===== src/rtl/sha256_mem_if.sv =====
// Host/memory bundle for the SHA-256/224 core.
// The master side is the host plus memory; the slave side is the core.
interface sha256_mem_if #(
   parameter int ADDR_W = 16
);
   logic              start;
   logic              sha224;
   logic [31:0]       message_addr;
   logic [31:0]       size;
   logic [31:0]       output_addr;
   logic              done;
   logic              mem_clk;
   logic              mem_we;
   logic [ADDR_W-1:0] mem_addr;
   logic [31:0]       mem_write_data;
   logic [31:0]       mem_read_data;

   modport master (
      output start, sha224, message_addr, size, output_addr,
      output mem_read_data,
      input  done, mem_clk, mem_we, mem_addr, mem_write_data
   );

   modport slave (
      input  start, sha224, message_addr, size, output_addr,
      input  mem_read_data,
      output done, mem_clk, mem_we, mem_addr, mem_write_data
   );
endinterface


===== src/rtl/sha256_mem_core.sv =====
// SHA-256/224 engine: reads and pads a byte message from memory,
// compresses UNROLL rounds per cycle and writes the digest back.
module sha256_mem_core #(
   parameter int ADDR_W = 16,
   parameter int UNROLL = 1
) (
   input  logic           clk,
   input  logic           reset,
   sha256_mem_if.slave    bus
);
   if (!(UNROLL == 1 || UNROLL == 2 || UNROLL == 4 || UNROLL == 8))
   begin : g_bad_unroll
      $error("UNROLL must be 1, 2, 4 or 8");
   end

   typedef enum logic [2:0] {
      S_IDLE, S_LOAD, S_COMP, S_UPD, S_WRITE, S_DONE
   } state_t;

   localparam logic [31:0] K [64] = '{
      32'h428a2f98, 32'h71374491, 32'hb5c0fbcf, 32'he9b5dba5,
      32'h3956c25b, 32'h59f111f1, 32'h923f82a4, 32'hab1c5ed5,
      32'hd807aa98, 32'h12835b01, 32'h243185be, 32'h550c7dc3,
      32'h72be5d74, 32'h80deb1fe, 32'h9bdc06a7, 32'hc19bf174,
      32'he49b69c1, 32'hefbe4786, 32'h0fc19dc6, 32'h240ca1cc,
      32'h2de92c6f, 32'h4a7484aa, 32'h5cb0a9dc, 32'h76f988da,
      32'h983e5152, 32'ha831c66d, 32'hb00327c8, 32'hbf597fc7,
      32'hc6e00bf3, 32'hd5a79147, 32'h06ca6351, 32'h14292967,
      32'h27b70a85, 32'h2e1b2138, 32'h4d2c6dfc, 32'h53380d13,
      32'h650a7354, 32'h766a0abb, 32'h81c2c92e, 32'h92722c85,
      32'ha2bfe8a1, 32'ha81a664b, 32'hc24b8b70, 32'hc76c51a3,
      32'hd192e819, 32'hd6990624, 32'hf40e3585, 32'h106aa070,
      32'h19a4c116, 32'h1e376c08, 32'h2748774c, 32'h34b0bcb5,
      32'h391c0cb3, 32'h4ed8aa4a, 32'h5b9cca4f, 32'h682e6ff3,
      32'h748f82ee, 32'h78a5636f, 32'h84c87814, 32'h8cc70208,
      32'h90befffa, 32'ha4506ceb, 32'hbef9a3f7, 32'hc67178f2
   };

   localparam logic [31:0] IV256 [8] = '{
      32'h6a09e667, 32'hbb67ae85, 32'h3c6ef372, 32'ha54ff53a,
      32'h510e527f, 32'h9b05688c, 32'h1f83d9ab, 32'h5be0cd19
   };

   localparam logic [31:0] IV224 [8] = '{
      32'hc1059ed8, 32'h367cd507, 32'h3070dd17, 32'hf70e5939,
      32'hffc00b31, 32'h68581511, 32'h64f98fa7, 32'hbefa4fa4
   };

   function automatic logic [31:0] ror(input logic [31:0] x, input int n);
      return (x >> n) | (x << (32 - n));
   endfunction

   function automatic logic [31:0] bs0(input logic [31:0] x);
      return ror(x, 2) ^ ror(x, 13) ^ ror(x, 22);
   endfunction

   function automatic logic [31:0] bs1(input logic [31:0] x);
      return ror(x, 6) ^ ror(x, 11) ^ ror(x, 25);
   endfunction

   function automatic logic [31:0] ss0(input logic [31:0] x);
      return ror(x, 7) ^ ror(x, 18) ^ (x >> 3);
   endfunction

   function automatic logic [31:0] ss1(input logic [31:0] x);
      return ror(x, 17) ^ ror(x, 19) ^ (x >> 10);
   endfunction

   state_t            r_state, w_next;
   logic [5:0]        r_cnt;
   logic [27:0]       r_blk, r_nblk;
   logic [31:0]       r_size;
   logic [ADDR_W-1:0] r_maddr, r_oaddr, r_addr;
   logic              r_224, r_done, r_we;
   logic [31:0]       r_wdata;
   logic [31:0]       r_h [8];
   logic [31:0]       r_v [8];
   logic [31:0]       r_w [16];
   logic [31:0]       w_v_nxt [8];
   logic [31:0]       w_w_nxt [16];
   logic [31:0]       w_hsum [8];
   logic              w_last_blk, w_pvalid;
   logic [5:0]        w_nw_last;
   logic [31:0]       w_pg, w_psize, w_cword;
   logic [ADDR_W-1:0] w_pbase;
   logic [3:0]        w_cj;
   logic [2:0]        w_wi;
   logic [33:0]       w_cb, w_sz34, w_rem;
   logic              w_unused;

   assign w_unused = &{1'b0, bus.message_addr[31:ADDR_W],
                       bus.output_addr[31:ADDR_W]};

   assign bus.mem_clk        = clk;
   assign bus.done           = r_done;
   assign bus.mem_we         = r_we;
   assign bus.mem_addr       = r_addr;
   assign bus.mem_write_data = r_wdata;

   assign w_last_blk = (r_blk == r_nblk - 28'd1);
   assign w_nw_last  = r_224 ? 6'd6 : 6'd7;
   assign w_wi       = r_cnt[2:0] + 3'd1;
   assign w_cj       = r_cnt[3:0] - 4'd1;
   assign w_cb       = {r_blk, w_cj, 2'b00};
   assign w_sz34     = {2'b00, r_size};
   assign w_rem      = w_sz34 - w_cb;
   assign w_psize    = (r_state == S_IDLE) ? bus.size : r_size;
   assign w_pbase    = (r_state == S_IDLE) ?
                       bus.message_addr[ADDR_W-1:0] : r_maddr;

   always_ff @(posedge clk) begin
      if (reset) r_state <= S_IDLE;
      else       r_state <= w_next;
   end

   always_comb begin
      w_next = r_state;
      unique case (r_state)
         S_IDLE:  if (bus.start) w_next = S_LOAD;
         S_LOAD:  if (r_cnt == 6'd16) w_next = S_COMP;
         S_COMP:  if (r_cnt == 6'(64 - UNROLL)) w_next = S_UPD;
         S_UPD:   w_next = w_last_blk ? S_WRITE : S_LOAD;
         S_WRITE: if (r_cnt == w_nw_last) w_next = S_DONE;
         S_DONE:  w_next = S_IDLE;
         default: w_next = S_IDLE;
      endcase
   end

   // Global word to present on the next cycle; fetched only if it holds message bytes
   always_comb begin
      unique case (r_state)
         S_IDLE:  w_pg = '0;
         S_UPD:   w_pg = {r_blk + 28'd1, 4'd0};
         default: w_pg = {r_blk, r_cnt[3:0]} + 32'd1;
      endcase
      w_pvalid = (w_next == S_LOAD) &&
                 (r_state != S_LOAD || r_cnt < 6'd15) &&
                 ({w_pg, 2'b00} < {2'b00, w_psize});
   end

   always_comb begin
      w_cword = '0;
      if (w_cb < w_sz34) begin
         unique case (1'b1)
            (w_rem > 34'd3):  w_cword = bus.mem_read_data;
            (w_rem == 34'd3): w_cword = {bus.mem_read_data[31:8], 8'h80};
            (w_rem == 34'd2): w_cword = {bus.mem_read_data[31:16], 16'h8000};
            default:          w_cword = {bus.mem_read_data[31:24], 24'h800000};
         endcase
      end else if (w_cb == w_sz34) begin
         w_cword = 32'h8000_0000;
      end
      if (w_last_blk && w_cj == 4'd14) w_cword = {29'd0, r_size[31:29]};
      if (w_last_blk && w_cj == 4'd15) w_cword = {r_size[28:0], 3'd0};
   end

   always_comb begin : rounds
      logic [31:0] w_vt [8];
      logic [31:0] w_wt [16];
      logic [31:0] w_t1, w_t2, w_wn;
      logic [5:0]  w_ki;
      w_vt = r_v;
      w_wt = r_w;
      w_t1 = '0;
      w_t2 = '0;
      w_wn = '0;
      w_ki = '0;
      for (int u = 0; u < UNROLL; u++) begin
         w_ki = r_cnt + 6'(u);
         w_t1 = w_vt[7] + bs1(w_vt[4]) + K[w_ki] + w_wt[0] +
                ((w_vt[4] & w_vt[5]) ^ (~w_vt[4] & w_vt[6]));
         w_t2 = bs0(w_vt[0]) + ((w_vt[0] & w_vt[1]) ^
                (w_vt[0] & w_vt[2]) ^ (w_vt[1] & w_vt[2]));
         w_wn = ss1(w_wt[14]) + w_wt[9] + ss0(w_wt[1]) + w_wt[0];
         for (int i = 7; i > 0; i--) w_vt[i] = w_vt[i-1];
         w_vt[4] = w_vt[4] + w_t1;
         w_vt[0] = w_t1 + w_t2;
         for (int i = 0; i < 15; i++) w_wt[i] = w_wt[i+1];
         w_wt[15] = w_wn;
      end
      w_v_nxt = w_vt;
      w_w_nxt = w_wt;
   end

   always_comb begin
      for (int i = 0; i < 8; i++) w_hsum[i] = r_h[i] + r_v[i];
   end

   always_ff @(posedge clk) begin
      if (reset) begin
         r_done  <= 1'b0;
         r_we    <= 1'b0;
         r_addr  <= '0;
         r_wdata <= '0;
         r_cnt   <= '0;
      end else begin
         r_done <= (w_next == S_DONE);
         r_we   <= 1'b0;
         if (w_pvalid) r_addr <= w_pbase + w_pg[ADDR_W-1:0];
         unique case (r_state)
            S_IDLE: begin
               if (bus.start) begin
                  r_224   <= bus.sha224;
                  r_size  <= bus.size;
                  r_maddr <= bus.message_addr[ADDR_W-1:0];
                  r_oaddr <= bus.output_addr[ADDR_W-1:0];
                  r_nblk  <= 28'((({1'b0, bus.size} + 33'd8) >> 6) + 33'd1);
                  r_blk   <= '0;
                  r_cnt   <= '0;
                  for (int i = 0; i < 8; i++)
                     r_h[i] <= bus.sha224 ? IV224[i] : IV256[i];
               end
            end
            S_LOAD: begin
               if (r_cnt != 6'd0) r_w[w_cj] <= w_cword;
               r_cnt <= r_cnt + 6'd1;
               if (r_cnt == 6'd16) begin
                  r_cnt <= '0;
                  r_v   <= r_h;
               end
            end
            S_COMP: begin
               r_v   <= w_v_nxt;
               r_w   <= w_w_nxt;
               r_cnt <= r_cnt + 6'(UNROLL);
            end
            S_UPD: begin
               for (int i = 0; i < 8; i++) r_h[i] <= w_hsum[i];
               r_cnt <= '0;
               r_blk <= r_blk + 28'd1;
               if (w_last_blk) begin
                  r_we    <= 1'b1;
                  r_addr  <= r_oaddr;
                  r_wdata <= w_hsum[0];
               end
            end
            S_WRITE: begin
               r_cnt <= r_cnt + 6'd1;
               if (r_cnt != w_nw_last) begin
                  r_we    <= 1'b1;
                  r_addr  <= r_oaddr + ADDR_W'(w_wi);
                  r_wdata <= r_h[w_wi];
               end
            end
            default: ;
         endcase
      end
   end
endmodule


===== src/flat_wrapper.sv =====
// flat-port wrapper written by rule: the top's interface ports become plain ports
module sha256_mem_core_flat 
#(
   parameter int ADDR_W = 16,
   parameter int UNROLL = 1
)
  (clk, reset, bus_start, bus_sha224, bus_message_addr, bus_size, bus_output_addr, bus_mem_read_data, bus_done, bus_mem_clk, bus_mem_we, bus_mem_addr, bus_mem_write_data);
  sha256_mem_if #(.ADDR_W(ADDR_W)) bus_i ();
  input  logic clk;
  input  logic reset;
  input wire logic [$bits(bus_i.start)-1:0] bus_start;
  input wire logic [$bits(bus_i.sha224)-1:0] bus_sha224;
  input wire logic [$bits(bus_i.message_addr)-1:0] bus_message_addr;
  input wire logic [$bits(bus_i.size)-1:0] bus_size;
  input wire logic [$bits(bus_i.output_addr)-1:0] bus_output_addr;
  input wire logic [$bits(bus_i.mem_read_data)-1:0] bus_mem_read_data;
  output wire logic [$bits(bus_i.done)-1:0] bus_done;
  output wire logic [$bits(bus_i.mem_clk)-1:0] bus_mem_clk;
  output wire logic [$bits(bus_i.mem_we)-1:0] bus_mem_we;
  output wire logic [$bits(bus_i.mem_addr)-1:0] bus_mem_addr;
  output wire logic [$bits(bus_i.mem_write_data)-1:0] bus_mem_write_data;
  assign bus_i.start = bus_start;
  assign bus_i.sha224 = bus_sha224;
  assign bus_i.message_addr = bus_message_addr;
  assign bus_i.size = bus_size;
  assign bus_i.output_addr = bus_output_addr;
  assign bus_i.mem_read_data = bus_mem_read_data;
  assign bus_done = bus_i.done;
  assign bus_mem_clk = bus_i.mem_clk;
  assign bus_mem_we = bus_i.mem_we;
  assign bus_mem_addr = bus_i.mem_addr;
  assign bus_mem_write_data = bus_i.mem_write_data;
  sha256_mem_core #(.ADDR_W(ADDR_W), .UNROLL(UNROLL)) u_core (.clk(clk), .reset(reset), .bus(bus_i));
endmodule

===== config.mk =====
export PLATFORM = sky130hd
export DESIGN_NAME = sha256_mem_core_flat
export DESIGN_NICKNAME = d
export VERILOG_FILES = /design/src/rtl/sha256_mem_if.sv /design/src/rtl/sha256_mem_core.sv /design/src/flat_wrapper.sv
export SDC_FILE = /design/constraint.sdc
export NUM_CORES = 2
export LEC_CHECK = 0
export CELL_PAD_IN_SITES_DETAIL_PLACEMENT = 1
export CELL_PAD_IN_SITES_GLOBAL_PLACEMENT = 1
export CORE_AREA = 2 2 533 535
export CTS_BUF_LIST = sky130_fd_sc_hd__clkbuf_4 sky130_fd_sc_hd__clkbuf_8
export CTS_CLUSTER_SIZE = 20
export DETAILED_ROUTE_END_ITERATION = 7
export DIE_AREA = 0 0 535 537
export MAX_ROUTING_LAYER = met4
export PLACE_DENSITY = 0.52
export SETUP_SLACK_MARGIN = 0.2
export SYNTH_ARGS = -nofsm -noshare
export SYNTH_HDL_FRONTEND = slang
export SYNTH_SLANG_ARGS = --single-unit

===== constraint.sdc =====
create_clock -name clk -period 23.1 [get_ports clk]
set_input_delay 4.62 -clock clk [delete_from_list [all_inputs] [get_ports clk]]
set_output_delay 4.62 -clock clk [all_outputs]
set_load 0.02 [all_outputs]

==> flow_summary.rst <==
.. list-table::
   :header-rows: 1

   * - Metric
     - Value
   * - Vias
     - 68520
   * - Number of global-route vias before repair
     - 70690
   * - Final setup skew
     - between 0.15 and 0.2 ns
   * - Number of search-and-repair iterations in the first detailed-routing pass
     - 5
   * - Status
     - finished clean
   * - Post-synthesis area per instance
     - 9.831 sq um
   * - Area growth from synthesis to layout
     - 12.36%
   * - Via density per instance
     - 5.469
   * - Post-synthesis sequential area ratio
     - 0.4236
   * - Setup slack at placement
     - 6.422 ns
   * - Number of antenna violations at the first check in global routing
     - 15
   * - Pin count of the biggest net entering global routing
     - 182
   * - Post-CTS repair timing setup buffer count
     - 0
   * - Worst EP arrival
     - 12.31 ns
   * - Aggregate routed wire length
     - 355.7 mm
   * - Synth Net Count
     - slightly above 9000
   * - Remaining max-slew budget at the tightest pin
     - 0.1899
   * - Beginning of the worst register-to-register path
     - u_core.r_cnt[0]
   * - Cts repair resizes
     - 0
   * - Detailed Place HPWL
     - around 270 mm
   * - Number of flip-flops and latches in the synthesized netlist
     - 1204
   * - Worst-Skew Late Latency
     - 1.20 ns
   * - Hold-fix buffers at CTS
     - 0
   * - PortBufs
     - 150
   * - Hold/Removal Path Class
     - flop to flop
   * - Gate count of the mapped netlist
     - 8540
   * - P_leak
     - 34.74 nW
   * - Multi-input gate area in the final layout
     - approximately 0.045 sq mm
   * - Final Setup Violations
     - 0
   * - Most common cell after layout, fill and taps aside
     - sky130_fd_sc_hd__nand2_1
   * - Crit Path Category
     - clock port to output port
   * - Switching power total
     - 1.889 mW
   * - Seq. cell area
     - 0.03558 sq mm
   * - Critical Path Source
     - clk
   * - Switching share of total power
     - 0.3146
   * - Core box area
     - 0.2813 sq mm
   * - Total global routing overflow
     - 0
   * - Critical Path Start Type
     - clock port
   * - Most used flip-flop cell after synthesis
     - sky130_fd_sc_hd__edfxtp_1
   * - Post-synth EDFFs
     - 1145
   * - Count of distinct cell types in the synthesized netlist
     - 100
   * - GRT Overall Usage
     - 0.2511
   * - Max FO, Critical Path
     - 4
   * - Worst hold start
     - u_core.bus.mem_write_data[17]
   * - Clock transition at the registers of the reported paths
     - 0.05 ns
   * - Clock power share
     - 0.386
   * - Chip width
     - about 540 microns
   * - Async S/R FF share, synth
     - 0
   * - Initial core utilization
     - 0.2984
   * - Number of core rows
     - 195
   * - Area of the die
     - 0.2873 sq mm
   * - Fraction of layout cells with a size suffix above 1
     - 0.08145
   * - Global-route wire length before repair
     - 515.2 mm
   * - Placer congestion estimate
     - 0.9328
   * - CTS tree
     - yes
   * - Worst Max-Slew Pin Slew
     - 1.212 ns
   * - Total count of max-transition violations in the final report
     - 0
   * - Count of fill cells added during filler insertion
     - 31660
   * - Antenna violation net count after detailed routing
     - 0
   * - Total negative slack
     - 0 ns
   * - Nets
     - 9390
   * - Internal cell power
     - ~4.1 mW
   * - Number of max-cap violations
     - 0
   * - Total power per unit cell area
     - 63.67 mW/mm^2
   * - Most frequent cells in the layout
     - 1458 x sky130_fd_sc_hd__nand2_1, 1145 x sky130_fd_sc_hd__edfxtp_1, 773 x sky130_fd_sc_hd__o21ai_0, 498 x sky130_fd_sc_hd__xnor2_1, 476 x sky130_fd_sc_hd__a21oi_1
   * - Top Ports
     - 183
   * - Final number of hold-violating endpoints
     - 0
   * - Cell area after synthesis
     - 0.08395 sq mm
   * - Setup slack of the critical path after layout
     - 6.175 ns
   * - Part of the power in combinational logic
     - 0.209
   * - CP required
     - 18.48 ns
   * - Average wire length per cell after detail routing
     - between 20 and 30 microns
   * - DRC
     - 0
   * - Initial DRC Count
     - 5458
   * - Flop pwr share
     - 0.406
   * - Number of warning messages in the yosys log
     - 0
   * - Endpoint class of the critical path
     - output port
   * - Worst supply voltage drop on vdd
     - 0.04695 mV
   * - Setup repair after global routing missed its margin
     - false
   * - Die Height
     - 537 microns
-- worst paths after layout --
check                                   to  slack (ns)  cells after the start
min reg2reg  u_core.bus.mem_write_data[17]        0.46                      2
min          u_core.bus.mem_write_data[17]        0.46                      2
max reg2reg                u_core.r_v[254]       11.56                     36
max                            bus_mem_clk        6.17                      3
-- worst max-delay path, stage by stage --
cell and delay, ns:
sky130_fd_sc_hd__clkbuf_8 0.11, sky130_fd_sc_hd__clkbuf_8 0.11, sky130_fd_sc_hd__clkdlybuf4s50_1 0.52
-- metal layers --
layer | vias up | track usage | wire length (microns)
met5 | - | - | 0
met4 | 0 | 0.07036 | 10590
met3 | 457 | 0.02547 | 14350
met2 | 1608 | 0.4056 | 167600
met1 | 35420 | 0.3340 | 163100
li1 | 31030 | - | -
-- Yosys cell counts (all sizes together) (60+ instances only) --
cell	instances	area, sq um
clkbuf	405	1520
fa	198	3964
a22o	157	1436
nand4	68	437.9
nor3	116	613.1
o21a	60	450.4
o21ai	780	3904
nor2b	69	431.7
mux4	68	1531
a21oi	479	2405
nand3	145	725.7
xnor2	498	4362
nand2b	90	565.5
edfxtp	1145	34380
nor2	461	1730
ha	476	5956
mux2i	111	1111
buf	80	430.4
a21o	228	1712
a211oi	83	623.1
inv	340	1276
nand2	1460	5480
xor2	204	1787
-- logic make-up after synthesis --
| group | share of synthesized area |
|---|---|
| simple gates | 0.1398 |
| compound gates | 0.1694 |
| flops | 0.4236 |
| buf+inv | 0.03857 |
| xor+xnor | 0.07377 |
| fa+ha+maj | 0.1209 |
| mux | 0.03389 |
| other cells | 0.00004467 |
-- registers in the layout, indices dropped and copies added (netlist names), 16 cells and up --
signal and flops:
u_core.r_blk 28, u_core.r_maddr 16, u_core.bus.mem_addr 16, u_core.r_v 256, u_core.r_h 256, u_core.bus.mem_write_data 32
u_core.r_oaddr 16, u_core.r_size 32, u_core.r_nblk 28, u_core.r_w 512
-- power by group through the flow --
stage | Sequential [mW] | Combinational (mW) | Clock [mW]
2_1_floorplan | 2.48 | 0.829 | 0.00506
3_3_place_gp | 2.48 | 1.22 | 0.00581
5_1_grt | 2.44 | 1.37 | 2.47
4_1_cts | 2.44 | 1.25 | 2.38
3_5_place_dp | 2.48 | 1.24 | 0.00581
6_report | 2.44 | 1.25 | 2.32
-- final cells by class --
class | count | share of cell area
Clock inverter | 101 | 0.007322
Clock buffer | 339 | 0.04418
Antenna cell | 8 | 0.0002122
Inverter | 343 | 0.01365
Sequential cell | 1204 | 0.3772
Timing Repair Buffer | 283 | 0.02690
Tap cell | 3743 | 0.04965
Multi-Input combinational cell | 6508 | 0.4809
-- per-stage QoR --
step	cells	utilization	power, mW	area [sq um]	hold WS (ns)
after detailed placement	12080	0.3180	3.731	89460	0.4522
after floorplan	8540	-	3.311	83960	0.4963
final	12530	0.3353	6.005	94330	0.4566
after CTS	12520	0.3352	6.070	94310	0.4599
after global routing	12530	0.3353	6.277	94320	0.5015
after global placement	12080	0.3179	3.704	89440	0.4480
Note: power is estimated with default switching activity, not from simulation.
